==> src/rtl/dsp_acc_pkg.sv <==
// Shared types and the round/shift/clamp helper for the accumulator drain path.
package dsp_acc_pkg;

    localparam int ACC_W     = 48;
    localparam int PIX_MAX_W = 16;

    localparam logic [ACC_W:0] ACC_ONE = {{ACC_W{1'b0}}, 1'b1};

    typedef struct packed {
        logic last;
        logic sof;
        logic eol;
    } acc_tag_t;

    typedef struct packed {
        logic                 clamp;
        logic [PIX_MAX_W-1:0] pix;
    } sat_t;

    // Round half-up, arithmetic shift, then clamp to [0, 2^out_w-1]; done at ACC_W+1 bits
    // so the rounding add can never wrap.
    function automatic sat_t sat_round(input logic signed [ACC_W-1:0] acc,
                                       input int                      frac_bits,
                                       input int                      out_w);
        logic signed [ACC_W:0] half;
        logic signed [ACC_W:0] max_v;
        logic signed [ACC_W:0] r;
        logic signed [ACC_W:0] q;
        sat_t                  res;
        half  = ACC_ONE << (frac_bits - 1);
        max_v = (ACC_ONE << out_w) - ACC_ONE;
        r     = {acc[ACC_W-1], acc} + half;
        q     = r >>> frac_bits;
        res   = '0;
        if (q[ACC_W]) begin
            res.clamp = 1'b1;
        end else if (q > max_v) begin
            res.clamp = 1'b1;
            res.pix   = max_v[PIX_MAX_W-1:0];
        end else begin
            res.pix   = q[PIX_MAX_W-1:0];
        end
        return res;
    endfunction

endpackage

==> src/rtl/sync_fifo_fwft.sv <==
// First-word-fall-through synchronous FIFO with occupancy count; read data reads as zero when empty.
module sync_fifo_fwft #(
    parameter int W     = 10,
    parameter int DEPTH = 4,
    parameter int CW    = $clog2(DEPTH + 1)
) (
    input  logic          clk,
    input  logic          reset,
    input  logic          wr_en,
    input  logic [W-1:0]  wr_data,
    input  logic          rd_en,
    output logic [W-1:0]  rd_data,
    output logic          empty,
    output logic          full,
    output logic [CW-1:0] count
);

    localparam int AW = (DEPTH > 1) ? $clog2(DEPTH) : 1;

    logic [W-1:0]  mem [DEPTH];
    logic [AW-1:0] wptr;
    logic [AW-1:0] rptr;
    logic          push;
    logic          pop;

    function automatic logic [AW-1:0] ptr_inc(input logic [AW-1:0] p);
        return (p == AW'(DEPTH - 1)) ? '0 : p + AW'(1);
    endfunction

    assign empty = (count == '0);
    assign full  = (count == CW'(DEPTH));
    assign push  = wr_en & ~full;
    assign pop   = rd_en & ~empty;

    always_ff @(posedge clk) begin
        if (reset) begin
            wptr  <= '0;
            rptr  <= '0;
            count <= '0;
        end else begin
            if (push) begin
                wptr <= ptr_inc(wptr);
            end
            if (pop) begin
                rptr <= ptr_inc(rptr);
            end
            count <= count + CW'(push) - CW'(pop);
        end
    end

    // Storage carries no reset; the empty gate below keeps stale entries invisible.
    always_ff @(posedge clk) begin
        if (push) begin
            mem[wptr] <= wr_data;
        end
    end

    assign rd_data = empty ? '0 : mem[rptr];

endmodule

==> src/rtl/dsp_acc_drain.sv <==
// Result drain for the bicubic accumulator: tag delay line, pixel formatter, output FIFO and
// accumulator clock-enable back-pressure.
module dsp_acc_drain
    import dsp_acc_pkg::*;
#(
    parameter int ACC_LATENCY = 3,
    parameter int FRAC_BITS   = 8,
    parameter int OUT_W       = 8,
    parameter int DEPTH       = 4
) (
    input  logic                    clk,
    input  logic                    reset,
    input  logic                    s_issue,
    input  logic                    s_last,
    input  logic                    s_sof,
    input  logic                    s_eol,
    input  logic signed [ACC_W-1:0] acc_result,
    output logic                    acc_clken,
    output logic                    m_valid,
    input  logic                    m_ready,
    output logic [OUT_W-1:0]        m_data,
    output logic                    m_sof,
    output logic                    m_eol,
    output logic                    ovf_sticky
);

    localparam int FW = OUT_W + 2;
    localparam int CW = $clog2(DEPTH + 1);

    acc_tag_t      tag_q [ACC_LATENCY];
    acc_tag_t      tag_in;
    acc_tag_t      tag_out;
    logic          capture;
    sat_t          fmt;
    logic [FW-1:0] wr_data;
    logic [FW-1:0] rd_data;
    logic          fifo_empty;
    logic          fifo_full;
    logic [CW-1:0] fifo_count;
    logic [CW-1:0] count_next;
    logic          push;
    logic          pop;

    assign tag_in = '{last: s_issue & s_last, sof: s_sof, eol: s_eol};

    // The delay line freezes together with the accumulator pipeline, so the final stage
    // always lines up with the sum currently on acc_result.
    always_ff @(posedge clk) begin
        if (reset) begin
            for (int i = 0; i < ACC_LATENCY; i++) begin
                tag_q[i] <= '0;
            end
        end else if (acc_clken) begin
            tag_q[0] <= tag_in;
            for (int i = 1; i < ACC_LATENCY; i++) begin
                tag_q[i] <= tag_q[i-1];
            end
        end
    end

    assign tag_out = tag_q[ACC_LATENCY-1];
    assign capture = acc_clken & tag_out.last;
    assign fmt     = sat_round(acc_result, FRAC_BITS, OUT_W);
    assign wr_data = {tag_out.sof, tag_out.eol, fmt.pix[OUT_W-1:0]};

    generate
        if (OUT_W < PIX_MAX_W) begin : g_pix_unused
            logic pix_hi_unused;
            assign pix_hi_unused = ^fmt.pix[PIX_MAX_W-1:OUT_W];
        end
    endgenerate

    // Stream contract: m_valid rises only with a queued pixel and falls only after a
    // m_valid & m_ready pop; m_data/m_sof/m_eol stay frozen while m_valid & !m_ready.
    assign push = capture & ~fifo_full;
    assign pop  = m_valid & m_ready;

    sync_fifo_fwft #(
        .W     (FW),
        .DEPTH (DEPTH),
        .CW    (CW)
    ) u_fifo (
        .clk     (clk),
        .reset   (reset),
        .wr_en   (capture),
        .wr_data (wr_data),
        .rd_en   (m_ready),
        .rd_data (rd_data),
        .empty   (fifo_empty),
        .full    (fifo_full),
        .count   (fifo_count)
    );

    assign m_valid = ~fifo_empty;
    assign m_data  = rd_data[OUT_W-1:0];
    assign m_eol   = rd_data[OUT_W];
    assign m_sof   = rd_data[OUT_W+1];

    // Threshold DEPTH-2 leaves room for the one pixel that can still land in the cycle
    // after acc_clken is seen to fall.
    assign count_next = fifo_count + CW'(push) - CW'(pop);

    always_ff @(posedge clk) begin
        if (reset) begin
            acc_clken  <= 1'b1;
            ovf_sticky <= 1'b0;
        end else begin
            acc_clken <= (count_next <= CW'(DEPTH - 2));
            if (capture && fmt.clamp) begin
                ovf_sticky <= 1'b1;
            end
        end
    end

    a_no_overflow : assert property (@(posedge clk) disable iff (reset) !(capture && fifo_full));

endmodule

==> config.mk <==
export PLATFORM = sky130hd
export DESIGN_NAME = dsp_acc_drain
export DESIGN_NICKNAME = d
export VERILOG_FILES = /design/src/rtl/dsp_acc_pkg.sv /design/src/rtl/sync_fifo_fwft.sv /design/src/rtl/dsp_acc_drain.sv
export SDC_FILE = /design/constraint.sdc
export NUM_CORES = 1
export LEC_CHECK = 0
export BUFFER_PORTS_ARGS = -buffer_cell sky130_fd_sc_hd__buf_2
export CORE_MARGIN = 10
export CORE_UTILIZATION = 40
export DETAILED_ROUTE_END_ITERATION = 16
export SLEW_MARGIN = 20
export SYNTH_ARGS = -nofsm -noshare
export SYNTH_HDL_FRONTEND = slang
export SYNTH_SLANG_ARGS = --single-unit
==> constraint.sdc <==
create_clock -name clk -period 3.7 [get_ports clk]
set_clock_uncertainty 0.2 [all_clocks]
set_input_delay 0.185 -clock clk [delete_from_list [all_inputs] [get_ports clk]]
set_output_delay 0.185 -clock clk [all_outputs]
set_load 0.01 [all_outputs]
Word level (Yosys, flattened, before mapping)
Memories as Yosys holds them, arrays and structs flattened. A register that Yosys moved wholly into a read port is not among the register bits.
Index checks and enable logic that the tools add are counted.
{ "word_totals": {"romBits": 0, "word_cells": 47, "memories": 2, "register_bits": 9, "ramBits": 49, "latchBits": 0} }
{ "memory_table": {"columns": ["name", "depth", "width", "rd", "rd_ports_with_merged_regs", "wr", "line_no", "source"], "rows": [
  ["u_fifo.mem", 4, 10, 1, 1, 1, "sync_fifo_fwft.sv:20", "logic [W-1:0] mem [DEPTH];"],
  ["tag_q", 3, 3, 3, 0, 3, "dsp_acc_drain.sv:30", "acc_tag_t tag_q [ACC_LATENCY];"]
]} }
{ "op_classes": {"addsub": 5, "bitwise": 9, "muxes": 19, "n_lt_le_gt_ge": 2, "n_reduce_logical": 2, "n_mul": 0, "div_mod_pow": 0, "eq_ne": 3, "n_shift": 0} }
{ "ops": {"columns": ["cell", "count"], "rows": [
  ["48-bit by 9-bit adder with 49-bit output, second input constant", 1],
  ["41-bit by 9-bit greater-than comparator with 1-bit output, second input constant", 1],
  ["8-bit 2-to-1 mux", 2],
  ["10-bit 2-to-1 mux", 1],
  ["1-bit 2-to-1 mux", 9],
  ["3-bit 2-to-1 mux", 3],
  ["2-bit 2-to-1 mux", 4],
  ["2-bit by 1-bit adder with 2-bit output, second input constant", 2],
  ["1-bit bitwise AND", 4],
  ["2-bit equality test, second input constant", 2],
  ["3-bit by 1-bit adder with 3-bit output", 1],
  ["3-bit equality test, second input constant", 1],
  ["3-bit by 2-bit less-or-equal comparator with 1-bit output, second input constant", 1],
  ["3-bit logical NOT", 1],
  ["1-bit OR", 3],
  ["3-bit by 1-bit subtractor with 3-bit output", 1],
  ["1-bit NOT", 2],
  ["1-bit logical AND", 1]
]} }

Depth between registers and ports, before layout
Gate-level depths: netlist of run 1.
{ "logic_depth": {"depth_word": 6, "mapped_depth": 11} }

Modules after synthesis
Synthesis of run 1 repeated with hierarchy kept, for this count alone.
{ "hier_totals": {"cells_unflattened": 310, "hier_area_um2": 3532.1} }
{ "by_module_without_submodules": {"columns": ["mod", "seq_area_each_um2", "area_per_inst_um2", "cells_per_inst", "n_inst"], "rows": [
  ["sync_fifo_fwft", 1381.3, 2000.7, 115, 1],
  ["dsp_acc_drain", 310.3, 1531.5, 195, 1]
]} }

Least setup slack after synthesis of run 1
Ideal clock, no wire load.
{ "synth_path": {"kind": "reg2reg", "from": "reg u_fifo.count[2]", "to": "reg acc_clken", "period_less_slack_ns": 2.436, "required_ns": 3.430, "t_arrival_ns": 2.166, "path_stages_with_launch": 12, "setup_ns": 0.070, "setup_slack_ns": 1.264, "path_cell_list": "dfxtp_1 or3_1 nand2_1 inv_1 ha_1 inv_1 ha_1 fa_1 xnor2_1 xnor2_1 nor2_1 a21oi_1"} }
{ "synth_via": {"elab_cells_between_ends": 9, "classes_between": "add/sub (2); order compare (1); eq/ne (1); bitwise (4); reduce/logical (1)"} }
{ "synth_rtl": {"columns": ["item", "line_no", "source"], "rows": [
  ["start: declaration", "sync_fifo_fwft.sv:15", "output logic [CW-1:0] count"],
  ["start signal: assignment", "sync_fifo_fwft.sv:47", "count <= count + CW'(push) - CW'(pop);"],
  ["3-bit logical NOT", "sync_fifo_fwft.sv:30", "assign empty = (count == '0);"],
  ["1-bit NOT", "dsp_acc_drain.sv:94", "assign m_valid = ~fifo_empty;"],
  ["1-bit bitwise AND", "dsp_acc_drain.sv:76", "assign pop = m_valid & m_ready;"],
  ["named net pop", "dsp_acc_drain.sv:42", "logic pop;"],
  ["3-bit by 1-bit subtractor with 3-bit output", "dsp_acc_drain.sv:101", "assign count_next = fifo_count + CW'(push) - CW'(pop);"],
  ["3-bit by 2-bit less-or-equal comparator with 1-bit output", "dsp_acc_drain.sv:108", "acc_clken <= (count_next <= CW'(DEPTH - 2));"],
  ["end signal: assignment", "dsp_acc_drain.sv:108", null],
  ["end: declaration", "dsp_acc_drain.sv:18", "output logic acc_clken,"]
]} }
The timed path passes the listed nets, and every way through them passes these cells.
A chain may end at the register's enable or synchronous reset.

Worst setup path in the final report of run 1
Same ends and word-level chain as after synthesis.

==> metrics.md, run 1 <==
| Metric | Value |
|---|---|
| Post-synth top area cell | `edfxtp_1` |
| Largest net degree at the start of global routing | `13` |
| Via/cell ratio | `5.424` |
| H-tree levels | `3` |
| Number of DRC markers in iteration 0 | `91` |
| Power density cells | `503.8 mW/mm^2` |
| Reg-to-Reg Start | `u_fifo.count[2]` |
| MaxCap Viol Count | `0` |
| Area delta synth->final | `19.79%` |
| CP delay by family, top | `simple AND/OR/NAND/NOR gates` |
| TritonCTS clock tree | `yes` |
| Nets | `433` |
| Max frequency | `357.8 MHz` |
| Slowest CP cell | `or3_1` |
| Post-synth top cells | `edfxtp_1 (49), nor2_1 (24), and2_1 (23), nand2_1 (17), nand3_1 (16)` |
| Crit path kind | `reg2reg` |
| Initial antenna violation count | `0` |
| First-pass GRT wire length | `12.77 mm` |
| Multi-input logic area | `0.001628 mm^2` |
| Non-filler cells, final | `479` |
| Hold Violations, Final | `0` |
| # diodes | `0` |
| Min-delay worst type | `in2reg` |
| IO Port Bufs | `60` |
| TritonCTS Buffers | `9` |
| Endpoints failing setup | `0` |
| # rows | `33` |
| Die W | `112.3 um` |
| Yosys top cell area share | `0.4319` |
| RSZ-0062 raised after global routing | `false` |
| Seq/Total Area, Yosys | `0.4965` |
| Total number of yosys warnings | `0` |
| Worst hold path depth | `4` |
| Final wirelength | `7.661 mm` |
| ANT nets after route | `0` |
| CTS root buf | `clkbuf_8` |
| Post-CTS sizing | `0` |
| Die area | `0.01261 mm^2` |
| Hold path startpoint | `m_ready` |
| Post-Syn Instances | `298` |
| Final Cycle Share | `0.7554` |
| Post-Syn Nets | `362` |
| Netlist cell types | `52` |
| GPL Wtd Cong | `0.8621` |
| Routed via count | `2598` |
| Slew @ Worst Pin | `0.6755 ns` |
| Crit path time final | `2.795 ns` |
| Setup TNS | `0 ns` |
| DPL Wire Length | `5.898 mm` |
| Final Max Tran Viols | `0` |
| CP Data Arrival Time | `2.85 ns` |
| Reg2reg end | `acc_clken` |
| Worst-path clk slew | `0.07 ns` |
| Req. time, crit path | `3.75 ns` |
| Reg2Reg Depth | `11` |
| Synthesized area | `0.003407 mm^2` |
| FFs w/ async S/R, synth | `0` |
| Placeable Area | `0.008258 mm^2` |
| Critical path's largest stage delay | `0.54 ns` |
| Cell Chain, Critical Path | `or3_1 > nand2_1 > inv_1 > ha_1 > inv_1 > ha_1 > fa_1 > xnor2_1 > xnor2_1 > nor2_1 > a21oi_1` |
| Max transition margin | `0.5491` |
| Avg Cell Area, Syn | `11.43 um^2` |
| Layout cells sized above 1 | `0.2567` |
| Initial DRT Pass Iterations | `4` |
| Placed Cells incl. Taps | `458` |
| Crit path buf inv count | `2` |
| P_leak | `1.513 nW` |
| Clk sinks | `60` |
| FF+latch count, synth | `60` |
| Stages on worst setup path | `11` |
| Total GRT Usage | `0.1220` |
| CP Max Fanout | `12` |
| Seq. cell area | `0.001692 mm^2` |
| Clk_lat worst skew | `0.33 ns` |
| GR Overflow Total | `0` |
| End-of-flow core utilization | `0.4942` |
| DR WL/cell | `15.99 um` |
| FILL cells | `793` |
| Top post-synthesis cells by area | `edfxtp_1 (43%), mux4_2 (6.6%), dfxtp_1 (6.5%)` |
| Chip height | `112.3 um` |
| Vias in the first global route | `2683` |
| VDD IR max | `0.0001816 V` |
| Worst setup EP type | `flop` |
| EDFF count, synth | `49` |
| Starting Density | `0.4126` |
| Status | `complete, no violations` |
| Num ports | `68` |
| Reg-to-reg setup timing slack | `0.91 ns` |
| Startpoint Class | `flop` |
| Ys flop type | `edfxtp_1` |
| DRC | `0` |
| CTS max path bufs | `2` |
| Top-count cell post-synth | `edfxtp_1` |
-- cells by family after synthesis --
kind of cell             count (synthesis)  share of synthesized area
adder cells (fa/ha/maj)                  9                    0.03526
AO/OA/AOI/OAI                           40                    0.07970
AND/OR/NAND/NOR                        136                     0.2372
multiplexers                            16                    0.08447
XOR/XNOR                                16                    0.04113
buffers and inverters                   21                    0.02570
flip-flops                              60                     0.4965
-- where the power goes --
| part | total (mW) | switching, mW | internal (mW) |
|---|---|---|---|
| clock | 0.596 | 0.252 | 0.343 |
| sequential | 0.904 | 0.0627 | 0.841 |
| combinational | 0.556 | 0.290 | 0.267 |
-- layer usage --
layer / vias to the layer above / track usage / part of all wire
li1: 1279 / - / -
met3: 10 / 0.04100 / 0.054
met4: 0 / 0.04738 / 0.014
met2: 66 / 0.2024 / 0.49
met1: 1243 / 0.1425 / 0.44
met5: - / 0 / 0
-- flip-flops by register name, indices dropped and copies added (netlist names), named ones only --
name	flops
u_fifo.wptr	2
acc_clken	1
u_fifo.count	3
tag_q	9
u_fifo.rptr	2
ovf_sticky	1
u_fifo.mem	40
-- repair_timing --
item,4_1_cts,5_1_grt
hold buffers,5,0
buffers inserted,0,0
endpoints found under the hold margin,11,0
-- layout make-up --
type	instances	area share
Sequential cell	60	0.4145
Multi-Input combinational cell	217	0.3988
Timing Repair Buffer	67	0.08952
Clock buffer	12	0.04598
Tap cell	105	0.03219
Inverter	14	0.01288
Clock inverter	4	0.006131
-- how the worst max path moves through the flow --
stage,from,endpoint
floorplan,u_fifo.count[2],acc_clken
global placement,acc_result[9],u_fifo.mem[0][1]
detailed placement,acc_result[9],u_fifo.mem[0][1]
CTS,u_fifo.count[2],acc_clken
global route,u_fifo.count[2],acc_clken
finish,u_fifo.count[2],acc_clken
-- placed cells by master, fill, tap and decap left out, drive strengths merged, types with 2 or more instances in the layout --
cell / n
nor2: 24
nand2: 17
nand4: 13
o21ai: 4
xor2: 8
nand2b: 2
clkinv: 2
o31ai: 2
and3: 4
edfxtp: 49
and4: 4
dlygate4sd3: 5
inv: 16
mux4: 10
nor3: 11
a31oi: 5
a21oi: 14
dfxtp: 11
mux2i: 4
nand3: 16
a211oi: 2
nor2b: 5
o2111ai: 2
nor4b: 2
buf: 62
nor4: 10
nor3b: 2
clkbuf: 12
xnor2: 8
mux2: 2
ha: 8
and2: 23
-- per-stage QoR --
| stage | hold WS, ns | cell area (um^2) | total power, mW | setup WS (ns) |
|---|---|---|---|---|
| finish | 0.1030 | 4081 | 2.056 | 0.9052 |
| global route | 0.1563 | 4081 | 2.193 | 0.6539 |
| CTS | 0.08614 | 4081 | 2.090 | 0.8643 |
| detailed placement | 0.2663 | 3819 | 1.484 | 0.5767 |
| global placement | 0.2548 | 3819 | 1.468 | 0.6159 |
| floorplan | 0.1832 | 3407 | 1.277 | 1.264 |
-- worst register-to-register path: cells and delay by family, from the launching register on --
kind	cells	cell delay, ns
buffers and inverters	2	0.10
AOI/OAI and AO/OA	1	0.13
DFF	1	0.34
xor gates and xnor gates	2	0.32
adders and majority gates	3	0.83
and+or+nand+nor	3	0.83
No activity file was read; power rests on OpenSTA's default activity.
==> inputs of run 2 (changes only) <==
==> constraint.sdc (replaced) <==
create_clock -name clk -period 2.9 [get_ports clk]
set_clock_uncertainty 0.2 [all_clocks]
set_input_delay 0.145 -clock clk [delete_from_list [all_inputs] [get_ports clk]]
set_output_delay 0.145 -clock clk [all_outputs]
set_load 0.01 [all_outputs]
==> run 2 against run 1 <==
Critical endpoint unchanged. Flip-flop and latch count stayed put. Sequential power is 28% higher. Register-to-register slack worse by 0.64 ns. Worst setup slack worse by 0.64 ns. Cell count is 3.1% higher. First-iteration DRC count is 14% higher. Maximum frequency is 6.2% higher. Core utilization is 1.1 points higher. Total power is 25% higher.
==> metrics.md, run 2 (synthesis gave the netlist of run 1 again) <==
| Metric | Value |
|---|---|
| Status | `complete, no violations` |
| First-pass GRT wire length | `13.47 mm` |
| CP Max Fanout | `4` |
| VDD IR max | `0.0002610 V` |
| DPL Wire Length | `6.223 mm` |
| # rows | `33` |
| Fin Hold WS | `0.04596 ns` |
| Die W | `112.3 um` |
| Setup Buffers After CTS | `0` |
| Crit path kind | `reg2reg` |
| Worst setup EP type | `flop` |
| Endpoints failing setup | `0` |
| Top Registers | `u_fifo.mem x40, tag_q x9, u_fifo.count x3` |
| Largest Register | `u_fifo.mem` |
| Initial DRT Pass Iterations | `4` |
| Largest net degree at the start of global routing | `15` |
| Placeable Area | `0.008258 mm^2` |
| Num ports | `68` |
| Number of DRC markers in iteration 0 | `104` |
| IO Port Bufs | `60` |
| Max frequency | `379.9 MHz` |
| DRC | `0` |
| Worst-path clk slew | `0.07 ns` |
| Routed via count | `2648` |
| Total GRT Usage | `0.1297` |
| Chip height | `112.3 um` |
| Min-delay worst type | `in2reg` |
| Area delta synth->final | `22.44%` |
| Commonest cells after routing, fill and taps aside | `buf_2 (60), edfxtp_1 (49), nor2_1 (24)` |
| Hold Violations, Final | `0` |
| GR Overflow Total | `0` |
| Final Cycle Share | `0.9078` |
| Starting Density | `0.4126` |
| Req. time, crit path | `2.96 ns` |
| Final Max Tran Viols | `0` |
| DR WL/cell | `16.28 um` |
| Non-filler cells, final | `494` |
| CP Data Arrival Time | `2.69 ns` |
| Clk sinks | `60` |
| Crit path time final | `2.633 ns` |
| P_leak | `1.570 nW` |
| # diodes | `0` |
| ANT nets after route | `0` |
| RSZ-0062 raised after global routing | `false` |
| MaxCap Viol Count | `0` |
| Fin worst setup slack | `0.2674 ns` |
| Vias in the first global route | `2767` |
| Die area | `0.01261 mm^2` |
| TritonCTS Buffers | `9` |
| Startpoint Class | `flop` |
| Setup TNS | `0 ns` |
| CTS max path bufs | `2` |
| Nets | `448` |
| Via/cell ratio | `5.360` |
| Max transition margin | `0.5328` |
| Most common cell after layout, fill and taps aside | `buf_2` |
| Max reg flops | `40` |
| Area post-placement | `0.003944 mm^2` |
| CTS root buf | `clkbuf_8` |
| Layout cells sized above 1 | `0.2828` |
| Clk_lat worst skew | `0.33 ns` |
| Total power | `2.561 mW` |
| Final wirelength | `8.040 mm` |
| H-tree levels | `3` |
| End-of-flow core utilization | `0.5052` |
| Setup WS pre-CTS | `-0.04281 ns` |
| GPL Wtd Cong | `0.8911` |
| Power density cells | `613.9 mW/mm^2` |
| Placed Cells incl. Taps | `473` |
| Initial antenna violation count | `0` |
| Fin area | `0.004172 mm^2` |
| Slew @ Worst Pin | `0.6998 ns` |
| TritonCTS clock tree | `yes` |
[run 2: path summary, 6_finish.rpt]
kind                                      start         end  slack, ns  cells after the start
worst min-delay path                    m_ready        flop       0.05                      4
worst min register to register       ovf_sticky  ovf_sticky       0.27                      2
worst max-delay path            u_fifo.count[2]   acc_clken       0.27                     11
worst max register to register  u_fifo.count[2]   acc_clken       0.27                     11
[run 2: critical path: stages, from the launching register on]
cell     delay (ns)
dfxtp_1        0.33
or3_1          0.42
nand2_1        0.16
inv_1          0.06
ha_1           0.27
inv_1          0.04
ha_1           0.19
fa_1           0.38
xnor2_1        0.18
xnor2_1        0.14
nor2_1         0.07
a21oi_1        0.14
[run 2: repair_timing]
item	4_1_cts	5_1_grt
setup endpoints to repair	0	0
hold buffers	5	0
hold endpoints to repair	13	0
gates resized for setup	0	0
[run 2: routing by layer]
metal / vias to the layer above / GRT usage / wire [um]
met4: 0 / 0.04653 / 97
li1: 1316 / - / -
met2: 65 / 0.2136 / 3960
met5: - / 0 / 0
met1: 1261 / 0.1568 / 3501
met3: 6 / 0.03940 / 480
[run 2: final cells by class]
cell class / count / area [um^2]
fill: 771 / 4086
sequential: 60 / 1692
multi-input combinational: 217 / 1628
timing repair buffer: 82 / 490.5
clock buffer: 12 / 155.1
tap: 105 / 131.4
inverter: 14 / 52.55
clock inverter: 4 / 22.52
[run 2: where the power goes]
part           leakage [nW]  switching, mW  internal, mW
clock                0.0970          0.317         0.355
combinational         0.917          0.373         0.361
sequential            0.556         0.0816          1.07
total                  1.57          0.771          1.79
